File: config.mk
export PLATFORM = sky130hd
export DESIGN_NAME = mem_port_arbiter_flat
export DESIGN_NICKNAME = d
export VERILOG_FILES = /design/src/rtl/mem_port_arbiter_if.sv /design/src/rtl/mem_port_arbiter.sv /design/src/flat_wrapper.sv
export SDC_FILE = /design/constraint.sdc
export NUM_CORES = 1
export LEC_CHECK = 0
export BUFFER_PORTS_ARGS = -buffer_cell sky130_fd_sc_hd__clkbuf_2
export CAP_MARGIN = 5
export CORE_UTILIZATION = 46
export DETAILED_ROUTE_END_ITERATION = 10
export PLACE_DENSITY_LB_ADDON = 0.3
export SYNTH_ARGS = -nofsm -noshare
export SYNTH_HDL_FRONTEND = slang
export SYNTH_SLANG_ARGS = --single-unit
File: constraint.sdc
create_clock -name clk -period 1.9 [get_ports clk]
set_clock_uncertainty 0.05 [all_clocks]
set_input_delay 0.19 -clock clk [delete_from_list [all_inputs] [get_ports clk]]
set_output_delay 0.19 -clock clk [all_outputs]
set_load 0.03 [all_outputs]
File: src/rtl/mem_port_arbiter_if.sv
// mem_port_arbiter_if: one CPU-style memory port (request fields plus resp/rdata)
interface mem_port_arbiter_if #(
  parameter int ADDR_W = 16,
  parameter int DATA_W = 16
);
  localparam int MASK_W = DATA_W / 8;
  logic              read;
  logic              write;
  logic [MASK_W-1:0] wmask;
  logic [ADDR_W-1:0] address;
  logic [DATA_W-1:0] wdata;
  logic              resp;
  logic [DATA_W-1:0] rdata;
  modport master (output read, write, wmask, address, wdata, input resp, rdata);
  modport slave  (input read, write, wmask, address, wdata, output resp, rdata);
endinterface

File: src/rtl/mem_port_arbiter.sv
// mem_port_arbiter: serialises CPU ports a (ifetch) and b (data) onto one physical memory port.
// Optional MEM_ARB_ROUND_ROBIN_EN: alternate grants on ties instead of fixed b-over-a priority.
module mem_port_arbiter #(
  parameter int ADDR_W = 16,
  parameter int DATA_W = 16,
  parameter int MASK_W = DATA_W / 8
) (
  input  logic               clk,
  input  logic               rst_n,
  mem_port_arbiter_if.slave  port_a,
  mem_port_arbiter_if.slave  port_b,
  mem_port_arbiter_if.master pmem
);
  typedef enum logic [1:0] {IDLE, BUSY, RESP} state_t;
  state_t            r_state;
  logic              r_sel_b;
  logic              r_pmem_read;
  logic              r_pmem_write;
  logic [ADDR_W-1:0] r_addr;
  logic [MASK_W-1:0] r_wmask;
  logic [DATA_W-1:0] r_wdata;
  logic [DATA_W-1:0] r_rdata_a;
  logic [DATA_W-1:0] r_rdata_b;
  logic              r_resp_a;
  logic              r_resp_b;
  logic              w_req_a;
  logic              w_req_b;
  logic              w_sel_b;
  logic              w_write;
  logic [ADDR_W-1:0] w_addr;
  logic [MASK_W-1:0] w_wmask;
  logic [DATA_W-1:0] w_wdata;
`ifdef MEM_ARB_ROUND_ROBIN_EN
  logic              r_last_b;
  // tie goes to the port that did not win last time
  always_comb begin
    w_req_a = port_a.read | port_a.write;
    w_req_b = port_b.read | port_b.write;
    w_sel_b = w_req_b & (~w_req_a | ~r_last_b);
  end
  // remember the most recent grant; starts as if a had been served
  always_ff @(posedge clk or negedge rst_n)
    if (!rst_n) r_last_b <= 1'b0;
    else if (r_state == IDLE && (w_req_a || w_req_b)) r_last_b <= w_sel_b;
`else
  // fixed priority: b wins whenever it requests
  always_comb begin
    w_req_a = port_a.read | port_a.write;
    w_req_b = port_b.read | port_b.write;
    w_sel_b = w_req_b;
  end
`endif
  // winner's request fields; read+write together is treated as a write
  always_comb begin
    w_write = w_sel_b ? port_b.write   : port_a.write;
    w_addr  = w_sel_b ? port_b.address : port_a.address;
    w_wmask = w_sel_b ? port_b.wmask   : port_a.wmask;
    w_wdata = w_sel_b ? port_b.wdata   : port_a.wdata;
  end
  // grant/latch in IDLE, hold pmem until resp in BUSY, pulse resp for one cycle in RESP
  always_ff @(posedge clk or negedge rst_n)
    if (!rst_n) begin
      r_state      <= IDLE;
      r_sel_b      <= 1'b0;
      r_pmem_read  <= 1'b0;
      r_pmem_write <= 1'b0;
      r_addr       <= '0;
      r_wmask      <= '0;
      r_wdata      <= '0;
      r_rdata_a    <= '0;
      r_rdata_b    <= '0;
      r_resp_a     <= 1'b0;
      r_resp_b     <= 1'b0;
    end else begin
      case (r_state)
        IDLE:
          if (w_req_a || w_req_b) begin
            r_sel_b      <= w_sel_b;
            r_pmem_read  <= ~w_write;
            r_pmem_write <= w_write;
            r_addr       <= w_addr;
            r_wmask      <= w_wmask;
            r_wdata      <= w_wdata;
            r_state      <= BUSY;
          end
        BUSY:
          if (pmem.resp) begin
            if (r_pmem_read && r_sel_b) r_rdata_b <= pmem.rdata;
            if (r_pmem_read && !r_sel_b) r_rdata_a <= pmem.rdata;
            r_pmem_read  <= 1'b0;
            r_pmem_write <= 1'b0;
            r_resp_a     <= ~r_sel_b;
            r_resp_b     <= r_sel_b;
            r_state      <= RESP;
          end
        RESP: begin
          r_resp_a <= 1'b0;
          r_resp_b <= 1'b0;
          r_state  <= IDLE;
        end
        default: r_state <= IDLE;
      endcase
    end
  assign pmem.read     = r_pmem_read;
  assign pmem.write    = r_pmem_write;
  assign pmem.address  = r_addr;
  assign pmem.wmask    = r_wmask;
  assign pmem.wdata    = r_wdata;
  assign port_a.resp   = r_resp_a;
  assign port_a.rdata  = r_rdata_a;
  assign port_b.resp   = r_resp_b;
  assign port_b.rdata  = r_rdata_b;
endmodule

File: src/flat_wrapper.sv
// flat-port wrapper written by rule: the top's interface ports become plain ports
module mem_port_arbiter_flat 
#(
  parameter int ADDR_W = 16,
  parameter int DATA_W = 16,
  parameter int MASK_W = DATA_W / 8
)
  (clk, rst_n, port_a_read, port_a_write, port_a_wmask, port_a_address, port_a_wdata, port_a_resp, port_a_rdata, port_b_read, port_b_write, port_b_wmask, port_b_address, port_b_wdata, port_b_resp, port_b_rdata, pmem_read, pmem_write, pmem_wmask, pmem_address, pmem_wdata, pmem_resp, pmem_rdata);
  mem_port_arbiter_if #(.ADDR_W(ADDR_W), .DATA_W(DATA_W)) port_a_i ();
  mem_port_arbiter_if #(.ADDR_W(ADDR_W), .DATA_W(DATA_W)) port_b_i ();
  mem_port_arbiter_if #(.ADDR_W(ADDR_W), .DATA_W(DATA_W)) pmem_i ();
  input  logic clk;
  input  logic rst_n;
  input wire logic [$bits(port_a_i.read)-1:0] port_a_read;
  input wire logic [$bits(port_a_i.write)-1:0] port_a_write;
  input wire logic [$bits(port_a_i.wmask)-1:0] port_a_wmask;
  input wire logic [$bits(port_a_i.address)-1:0] port_a_address;
  input wire logic [$bits(port_a_i.wdata)-1:0] port_a_wdata;
  output wire logic [$bits(port_a_i.resp)-1:0] port_a_resp;
  output wire logic [$bits(port_a_i.rdata)-1:0] port_a_rdata;
  input wire logic [$bits(port_b_i.read)-1:0] port_b_read;
  input wire logic [$bits(port_b_i.write)-1:0] port_b_write;
  input wire logic [$bits(port_b_i.wmask)-1:0] port_b_wmask;
  input wire logic [$bits(port_b_i.address)-1:0] port_b_address;
  input wire logic [$bits(port_b_i.wdata)-1:0] port_b_wdata;
  output wire logic [$bits(port_b_i.resp)-1:0] port_b_resp;
  output wire logic [$bits(port_b_i.rdata)-1:0] port_b_rdata;
  output wire logic [$bits(pmem_i.read)-1:0] pmem_read;
  output wire logic [$bits(pmem_i.write)-1:0] pmem_write;
  output wire logic [$bits(pmem_i.wmask)-1:0] pmem_wmask;
  output wire logic [$bits(pmem_i.address)-1:0] pmem_address;
  output wire logic [$bits(pmem_i.wdata)-1:0] pmem_wdata;
  input wire logic [$bits(pmem_i.resp)-1:0] pmem_resp;
  input wire logic [$bits(pmem_i.rdata)-1:0] pmem_rdata;
  assign port_a_i.read = port_a_read;
  assign port_a_i.write = port_a_write;
  assign port_a_i.wmask = port_a_wmask;
  assign port_a_i.address = port_a_address;
  assign port_a_i.wdata = port_a_wdata;
  assign port_a_resp = port_a_i.resp;
  assign port_a_rdata = port_a_i.rdata;
  assign port_b_i.read = port_b_read;
  assign port_b_i.write = port_b_write;
  assign port_b_i.wmask = port_b_wmask;
  assign port_b_i.address = port_b_address;
  assign port_b_i.wdata = port_b_wdata;
  assign port_b_resp = port_b_i.resp;
  assign port_b_rdata = port_b_i.rdata;
  assign pmem_read = pmem_i.read;
  assign pmem_write = pmem_i.write;
  assign pmem_wmask = pmem_i.wmask;
  assign pmem_address = pmem_i.address;
  assign pmem_wdata = pmem_i.wdata;
  assign pmem_i.resp = pmem_resp;
  assign pmem_i.rdata = pmem_rdata;
  mem_port_arbiter #(.ADDR_W(ADDR_W), .DATA_W(DATA_W), .MASK_W(MASK_W)) u_core (.clk(clk), .rst_n(rst_n), .port_a(port_a_i), .port_b(port_b_i), .pmem(pmem_i));
endmodule
# == Word-level counts from Yosys, hierarchy flattened ==
# Cells that the tools add are included.
# op_classes
n_eq_ne,4
mux,16
reduce_logical,13
bitwise_logic,4
# ops
op,count
$mux 16,2
$reduce_and 3->1,3
$pmux 1 s2,4
$mux 1,6
$mux 2,3
$reduce_and 2->1,3
$pmux 2 s2,1
$reduce_bool 2->1,2
$eq 2x1->1 const B,1
$eq 2x2->1 const B,1
$logic_and 1x1->1,2
$logic_not 2->1,1
$ne 2x1->1 const B,1
$ne 2x2->1 const B,1
$not 1->1,2
$or 1x1->1,2
$logic_not 1->1,1
$logic_or 1x1->1,1
# totals
ff_bits,73
input_bits,91
output_inout_bits,70
elab_cells,48

# == Longest topological paths before layout ==
# Gate-level depths: netlist (run 1).
# logic_depth
depth_word,5
ltp_mapped,5
mapped_depth_nobuf,4

# == Worst setup path after synthesis (run 1) ==
# Ideal clock, no wire load.
# synth_timing
kind,register to register
startpoint,register u_core.r_state[0]
endpoint,"register u_core.r_addr[0], in the netlist u_core.pmem.address[0]"
setup_ns,0.125
t_arrival_ns,1.500
n_path_buf,1
setup_slack_ns,0.225
stages_incl_launch_ff,5
required_ns,1.725
period_less_slack_ns,1.675
path_cell_list,dfrtp_1 -> or2_4 -> a21oi_4 -> buf_8 -> mux2_4
# synth_between
elab_chain_len,2
# synth_rtl
item,line_no,source
from (decl),mem_port_arbiter.sv:15,state_t r_state;
from (signal assigned),mem_port_arbiter.sv:63,r_state <= IDLE;
from (signal assigned),mem_port_arbiter.sv:84,r_state <= BUSY;
from (signal assigned),mem_port_arbiter.sv:94,r_state <= RESP;
$logic_not 2->1,mem_port_arbiter.sv:75,case (r_state)
$reduce_and 2->1 (no source line),-,
to (signal assigned),mem_port_arbiter.sv:81,r_addr <= w_addr;
to (decl),mem_port_arbiter.sv:19,logic [ADDR_W-1:0] r_addr;
# Every way passes these cells.
# A chain may end at the register's enable or synchronous reset.

# == Worst setup path in the final report (run 1) ==
# layout_timing
startpoint,register u_core.r_state[0]
endpoint,"register u_core.r_wdata[14], in the netlist u_core.pmem.wdata[14]"
# layout_between
elab_chain_len,2
# layout_rtl
item,line_no,source
$logic_not 2->1,mem_port_arbiter.sv:75,
$reduce_and 2->1 (no source line),-,
to (signal assigned),mem_port_arbiter.sv:83,r_wdata <= w_wdata;
to (decl),mem_port_arbiter.sv:21,logic [DATA_W-1:0] r_wdata;
# Every way passes these cells.

==> results.yml, run 1 <==
status:
  outcome: "complete, no violations"
critical_path:
  worstPathMaxFanout: 31
  path_class: "flip-flop to flip-flop"
  critPathRequiredTime_ns: 2.06
  cp_data_arrival_time_ns: 1.88
  cp-start-kind: "flip-flop"
  worstSetupEndpointType: "flip-flop"
finish:
  fin_nets: 471
  areaGrowthSynthToFinish_pct: 35.3
  multi_input_area_mm2: 0.00146
  fillerInstances: 569
  drive_above_1_share_pct: 75.8
  register_area_mm2: 0.00183
  diodes: 0
global_routing:
  grt_pass1_wl_um: 11000
  grt_pass1_vias: 2290
  track_usage_pct: 19.3
  antenna_found_initial: 0
  overflow: 0
  grt_max_degree: 38
logic_synthesis:
  ys_async_sr_fraction_pct: 100
  synth_fp_nets: 301
  synth_area_mm2: 0.00339
  synth_top_area_share_pct: 53.8
  synth_edf_count: 0
  yosys-top-cells-count: "dfrtp_1 (73), mux2_2 (63), mux2_4 (38), inv_1 (6), buf_8 (4)"
  seq_area_frac_synth_pct: 53.8
  synthDistinctLibCells: 24
  ys_warn_count: 0
  yosys.area.top_type: "dfrtp_1"
  synth_area_leaders: "dfrtp_1 (54%), mux2_2 (21%), mux2_4 (17%), buf_8 (1.8%), inv_1 (0.66%)"
  yosysMostFrequentCell: "dfrtp_1"
  synth_area_per_cell_um2: 16.2
  syn_inst: 210
  synth-seq-cells: 73
  synth_ff_type: "dfrtp_1"
routing:
  drt_iter0_markers: 103
  finalWirelength_um: 7010
  vias: 2292
  wl_per_cell_um: 14.6
  antenna_left: 0
  drc: 0
  via_per_inst: 4.77
  first_pass_iters: 4
place:
  hpwl_um: 5300
  port_buffers: 160
  pre_cts_ws_ns: 0.196
  gp_congestion: 0.746
clock_network:
  post_cts.repair.setup_buffers: 0
  clock_path_buffers: 2
  clock-root-buffer: "clkbuf_8"
  cts_tree: "done"
  cts_sinks: 73
  holdBufCountCts: 1
  cts_resized: 0
  cts_max_level: 3
  numCtsBuffers: 9
  path_clk_slew_ns: 0.08
  clk_latency_ns: 0.32
floorplan:
  rows: 30
  dieArea_mm2: 0.00773
  pin_count: 161
  dieHeight_um: 87.9
  die_w_um: 87.9
  core_mm2: 0.00694
  start_util_pct: 48.9
timing:
  slew_headroom_pct: 68.0
  fmaxAchievable_ghz: 0.582
  setup_viol: 0
  finalCriticalPeriod_ns: 1.72
  rsz0062_at_grt: "false"
  finalCritPeriodShare_pct: 90.4
  maxSlewViolCount: 0
  tns_ns: 0
  finalWorstSetupSlack_ns: 0.183
  worst_slew_pin_slew_ns: 0.480
  hold_violations: 0
power_and_ir_drop:
  power.leakage_nw: 2.36
  peakVddDrop_uv: 940
  powerDensity_mw_per_mm2: 1830
run:
  drv_cap: 0
worst_hold_path:
  hold_path_class: "input port to flip-flop"
through the flow:
step                      hold WS (ns)  cell area (um2)  util (%)  power (W)  std cells
after floorplan                 -0.156             3390         -    0.00589        210
after global placement           0.131             4330      62.4    0.00695        464
after detailed placement         0.138             4330      62.4    0.00706        464
after CTS                       0.0291             4590      66.1    0.00853        481
after global routing            0.0280             4590      66.1    0.00888        481
final                           0.0512             4590      66.1    0.00843        481
flip-flops by register name, summed over array words and instances (netlist names):
signal	cells
u_core.port_b.resp	1
u_core.pmem.wdata	16
u_core.pmem.read	1
u_core.r_state	2
u_core.r_sel_b	1
u_core.pmem.write	1
u_core.pmem.wmask	2
u_core.pmem.address	16
u_core.port_b.rdata	16
u_core.port_a.rdata	16
u_core.port_a.resp	1
worst paths after layout:
path                       cells past startpoint                      to  slack [ns]                   start
min reg2reg                                    1  u_core.port_b.rdata[6]        0.45  u_core.port_b.rdata[6]
min                                            2  u_core.port_a.rdata[9]        0.05           pmem_rdata[9]
max in group asynchronous                      3       u_core.r_state[1]        0.91                   rst_n
max reg2reg                                    4   u_core.pmem.wdata[14]        0.18       u_core.r_state[0]
max                                            4   u_core.pmem.wdata[14]        0.18       u_core.r_state[0]
min in group asynchronous                      2    u_core.pmem.wdata[9]        0.31                   rst_n
power by group:
group | switching [W] | total [W] | internal (W)
combinational | 0.00243 | 0.00420 | 0.00177
clock | 0.000549 | 0.00144 | 0.000889
sequential | 0.000468 | 0.00279 | 0.00232
total | 0.00345 | 0.00843 | 0.00498
cell type report:
| class | instances | share of cell area, % |
|---|---|---|
| Clock inverter | 3 | 1.50 |
| Tap cell | 96 | 2.62 |
| Multi-Input combinational cell | 122 | 31.9 |
| Timing Repair Buffer | 167 | 19.8 |
| Inverter | 7 | 0.572 |
| Sequential cell | 73 | 39.8 |
| Clock buffer | 13 | 3.90 |
metal layers:
layer / track usage [%] / wire length [um]
met3: 3.68 / 305
met1: 24.2 / 2970
met5: 0 / 0
met4: 8.49 / 76
met2: 32.4 / 3650
worst max-delay path, cell delays in order (launching register included):
cell and delay, ns:
dfrtp_1 0.47, or2_4 0.30, a21oi_4 0.15, buf_12 0.24, mux2_2 0.36
kinds of logic (layout without fill, tap and decap cells):
| logic type | after synthesis | in the layout | synth area share, % |
|---|---|---|---|
| flip-flops | 73 | 73 | 53.8 |
| AO/OA/AOI/OAI | 10 | 10 | 2.10 |
| buffers and inverters | 15 | 190 | 3.10 |
| multiplexers | 102 | 102 | 38.0 |
| AND/OR/NAND/NOR | 10 | 10 | 2.99 |
layout by cell type (no fill, tap or decap):
cell / n
a21oi_1: 2
a21oi_4: 1
a2bb2oi_1: 1
a31o_2: 1
and2_1: 1
and3_2: 1
buf_12: 4
buf_4: 3
bufinv_16: 2
clkbuf_2: 159
clkbuf_8: 13
dfrtp_1: 73
dlygate4sd3_1: 1
inv_1: 6
inv_2: 1
inv_6: 1
mux2_2: 63
mux2_4: 38
mux2i_1: 1
nand2_1: 2
nand3_4: 1
nand3b_4: 1
nor2_1: 1
nor2_4: 1
nor3b_4: 1
o21ai_0: 3
o22ai_1: 2
or2_4: 1
No activity file was read; power rests on OpenSTA's default activity.
==> run 2: changes to the inputs <==
HOLD_SLACK_MARGIN = 0.08   (was default)
==> run 2 against run 1 <==
  * Critical path depth is the same
  * Fmax is essentially flat
  * Register-to-register slack is essentially flat
==> results.yml, run 2 (synthesis results as in run 1) <==
clock_network:
  clock_path_buffers: 2
  path_clk_slew_ns: 0.07
  numCtsBuffers: 9
  cts_tree: "done"
  clk_latency_ns: 0.32
  clock-root-buffer: "clkbuf_8"
  cts_sinks: 73
  cts_max_level: 3
place:
  pre_cts_ws_ns: 0.196
  hpwl_um: 5300
  port_buffers: 160
  gp_congestion: 0.746
routing:
  vias: 2362
  drc: 0
  drt_iter0_markers: 91
  via_per_inst: 4.75
  wl_per_cell_um: 14.8
  first_pass_iters: 6
  antenna_left: 0
  finalWirelength_um: 7340
power_and_ir_drop:
  p_seq_share_pct: 33.0
  pwr-share-comb_pct: 50.0
  clockPowerShare_pct: 17.0
  power.leakage_nw: 2.43
  peakVddDrop_uv: 857
  p_int_w: 0.00500
  swShare_pct: 41.0
  power.switching_w: 0.00348
  powerDensity_mw_per_mm2: 1780
critical_path:
  path_class: "flip-flop to flip-flop"
  critical_path_buf_inv_count: 1
  ff2ff_setup_slack_ns: 0.18
  worstSetupEndpointType: "flip-flop"
  cp_cell_sequence: "or2_4, a21oi_4, buf_12, mux2_2"
  cp-start-kind: "flip-flop"
  worstPathMaxFanout: 31
  critPathRequiredTime_ns: 2.06
  critPathTopFamily: "flip-flops"
  slowest_delay_ns: 0.47
  rr_endpoint: "u_core.pmem.wdata[14]"
  r2r_cells: 4
  r2r-start: "u_core.r_state[0]"
  crit_slowest_cell: "dfrtp_1"
  cp_data_arrival_time_ns: 1.88
finish:
  fin_nets: 487
  drive_above_1_share_pct: 72.8
  layout_common_cells: "clkbuf_2 (159), dfrtp_1 (73), mux2_2 (63), mux2_4 (38), dlygate4sd3_1 (17)"
  areaGrowthSynthToFinish_pct: 40.0
  diodes: 0
  layout_commonest_cell: "clkbuf_2"
floorplan:
  die_w_um: 87.9
  pin_count: 161
  start_util_pct: 48.9
  dieArea_mm2: 0.00773
  dieHeight_um: 87.9
  core_mm2: 0.00694
  rows: 30
global_routing:
  antenna_found_initial: 0
  track_usage_pct: 20.3
  grt_busiest_layer: "met2"
  grt_pass1_wl_um: 11600
  grt_max_degree: 38
  grt_util_met2_pct: 34.9
  grt_pass1_vias: 2420
  grt_use_met3_pct: 3.77
  overflow: 0
  use_met1_pct: 25.0
timing:
  finalCriticalPeriod_ns: 1.72
  setup_viol: 0
  worst_slew_pin_slew_ns: 0.480
  maxSlewViolCount: 0
  hold_violations: 0
  rsz0062_at_grt: "false"
  finalWorstSetupSlack_ns: 0.183
  tns_ns: 0
  finalCritPeriodShare_pct: 90.4
  fmaxAchievable_ghz: 0.582
  slew_headroom_pct: 68.0
status:
  outcome: "complete, no violations"
run:
  drv_cap: 0
worst_hold_path:
  whs_path_depth: 3
  hold_path_class: "input port to flip-flop"
  min_from: "pmem_resp"
  holdPathEnd: "u_core.r_state[1]"
## run 2: cell count changes in the layout (fill, tap and decap cells not counted)
| cell | delta |
|---|---|
| dlygate4sd3_1 | +16 |
## run 2: repair_timing
action	CTS	global route
endpoints found under the hold margin	68	0
setup buffers	0	0
gates resized for setup	0	0
hold buffers	17	0
## run 2: power groups by stage
stage	clock, W	combinational, W	sequential, W
6_report	0.00144	0.00424	0.00280
5_1_grt	0.00155	0.00447	0.00291
3_5_place_dp	0	0.00424	0.00281
4_1_cts	0.00149	0.00428	0.00280
3_3_place_gp	0	0.00416	0.00279
2_1_floorplan	0	0.00166	0.00423
## run 2: metal layers
metal | wire (um) | up-vias
li1 | - | 1124
met1 | 3050 | 1154
met2 | 3910 | 75
met3 | 281 | 9
met4 | 95 | 0
met5 | 0 | -
## run 2: how the worst max path moves through the flow
stage          cells after the start              start  slack [ns]                     end
2_1_floorplan                      4  u_core.r_state[0]        0.23  u_core.pmem.address[0]
3_3_place_gp                       4  u_core.r_state[0]        0.25   u_core.pmem.wdata[14]
3_5_place_dp                       4  u_core.r_state[0]        0.20   u_core.pmem.wdata[13]
4_1_cts                            4  u_core.r_state[0]        0.19   u_core.pmem.wdata[13]
5_1_grt                            4  u_core.r_state[0]        0.13   u_core.pmem.wdata[15]
6_report                           4  u_core.r_state[0]        0.18   u_core.pmem.wdata[14]
## run 2: per-stage QoR
stage / cell area [um2] / util (%) / total power [W] / instances / hold WS (ns)
after floorplan: 3390 / - / 0.00589 / 210 / -0.156
after global placement: 4330 / 62.4 / 0.00695 / 464 / 0.131
after detailed placement: 4330 / 62.4 / 0.00706 / 464 / 0.138
after CTS: 4750 / 68.4 / 0.00856 / 497 / 0.132
after global routing: 4750 / 68.4 / 0.00893 / 497 / 0.144
final: 4750 / 68.4 / 0.00848 / 497 / 0.151
## run 2: cell type report
cell class              count  area, um2
fillers                   543       2190
flip-flops and latches     73       1830
multi-input cells         122       1460
repair buffers            183       1070
clock buffers              13        179
well taps                  96        120
clock inverters             3       68.8
inverters                   7       26.3
## run 2: worst register-to-register path, delay by kind of cell, from the launching register on
family	cells	cell delay [ns]
buffers and inverters	1	0.24
muxes	1	0.39
DFF	1	0.47
AOI/OAI and AO/OA	1	0.16
and+or+nand+nor	1	0.30
==> run 3: changes to the inputs <==
==> constraint.sdc (replaced) <==
create_clock -name clk -period 1.9 [get_ports clk]
set_clock_uncertainty 0.05 [all_clocks]
set_input_delay 0.285 -clock clk [delete_from_list [all_inputs] [get_ports clk]]
set_output_delay 0.285 -clock clk [all_outputs]
set_load 0.03 [all_outputs]
==> run 3 against run 2 <==
  * Largest power group unchanged
  * Clock power is essentially flat
  * Critical endpoint is now u_core.pmem.address[15]
  * Global-route usage shrank 0.44 points
  * Via count shrank 1.8%
==> results.yml, run 3 (synthesis results as in run 1) <==
clock_network:
  clock-root-buffer: "clkbuf_8"
  holdBufCountCts: 1
  post_cts.repair.setup_buffers: 0
  cts_sinks: 73
  cts_max_level: 3
  path_clk_slew_ns: 0.08
  cts_resized: 0
  cts_tree: "done"
  clk_latency_ns: 0.33
  clock_path_buffers: 2
  numCtsBuffers: 9
run:
  drv_cap: 0
place:
  port_buffers: 160
  gp_congestion: 0.749
  place_inst: 464
  placed_area_mm2: 0.00433
  hpwl_um: 5370
power_and_ir_drop:
  peakVddDrop_uv: 803
  powerDensity_mw_per_mm2: 1840
  power.leakage_nw: 2.36
routing:
  drc: 0
  finalWirelength_um: 7090
  first_pass_iters: 6
  via_per_inst: 4.82
  antenna_left: 0
  drt_iter0_markers: 81
  wl_per_cell_um: 14.7
  vias: 2320
finish:
  drive_above_1_share_pct: 75.3
  diodes: 0
  final_cell_area_mm2: 0.00458
  finalCoreUtilization_pct: 65.9
  layout_commonest_cell: "clkbuf_2"
  final_cell_count_no_fill: 481
  areaGrowthSynthToFinish_pct: 34.9
  layout_common_cells: "clkbuf_2 (159), dfrtp_1 (73), mux2_2 (63), mux2_4 (38), clkbuf_8 (9)"
  fin_nets: 471
critical_path:
  worstSetupEndpointType: "flip-flop"
  path_class: "flip-flop to flip-flop"
  worstPathMaxFanout: 29
  critPathRequiredTime_ns: 2.07
  cp-start-kind: "flip-flop"
  cp_data_arrival_time_ns: 1.84
timing:
  finalCriticalPeriod_ns: 1.68
  rsz0062_at_grt: "false"
  slew_headroom_pct: 71.6
  maxSlewViolCount: 0
  hold_slack_ns: 0.146
  worst_slew_pin_slew_ns: 0.426
  finalCritPeriodShare_pct: 88.2
  hold_violations: 0
  tns_ns: 0
  setup_viol: 0
  fmaxAchievable_ghz: 0.596
global_routing:
  antenna_found_initial: 0
  track_usage_pct: 19.9
  overflow: 0
  grt_max_degree: 43
  grt_pass1_wl_um: 11400
  grt_pass1_vias: 2357
floorplan:
  dieArea_mm2: 0.00773
  rows: 30
  dieHeight_um: 87.9
  start_util_pct: 48.9
  die_w_um: 87.9
  core_mm2: 0.00694
  pin_count: 161
worst_hold_path:
  hold_path_class: "input port to flip-flop"
status:
  outcome: "complete, no violations"
==> run 3: final timing paths <==
path | start | to | slack [ns] | depth (start not counted)
worst max register to register | u_core.r_state[0] | u_core.pmem.address[15] | 0.22 | 4
worst min-delay path | pmem_rdata[8] | u_core.port_a.rdata[8] | 0.15 | 2
worst min register to register | u_core.port_b.rdata[6] | u_core.port_b.rdata[6] | 0.46 | 1
min in group asynchronous | rst_n | u_core.pmem.wdata[9] | 0.41 | 2
max in group asynchronous | rst_n | u_core.pmem.address[12] | 0.83 | 3
worst max-delay path | u_core.r_state[0] | u_core.pmem.address[15] | 0.22 | 4
==> run 3: final cells by class <==
cell class | count | area [um2]
Tap cell | 96 | 120
Clock buffer | 11 | 131
Timing Repair Buffer | 167 | 908
Sequential cell | 73 | 1830
Fill cell | 561 | 2360
Multi-Input combinational cell | 122 | 1460
Inverter | 7 | 26.3
Clock inverter | 5 | 104
==> run 3: report_power, final <==
part           total (W)  switching (W)  internal [W]
Clock            0.00143       0.000557      0.000874
Sequential       0.00278       0.000463       0.00232
Combinational    0.00420        0.00244       0.00177
==> run 3: stage by stage <==
stage	power (W)	setup WS [ns]
after floorplan	0.00589	0.225
after global placement	0.00695	0.260
after detailed placement	0.00706	0.226
after CTS	0.00852	0.211
after global routing	0.00886	0.147
final	0.00842	0.223
==> run 3: critical path, stage by stage, from the launching register on <==
cell and delay, ns:
dfrtp_1 0.46, or2_4 0.30, a21oi_4 0.15, buf_12 0.24
mux2_2 0.36
==> run 3: metal layers <==
metal	share of wire [%]	track usage, %
met5	0	0
met4	2.7	10.4
met3	4.9	4.81
met2	51	32.7
met1	41	24.3
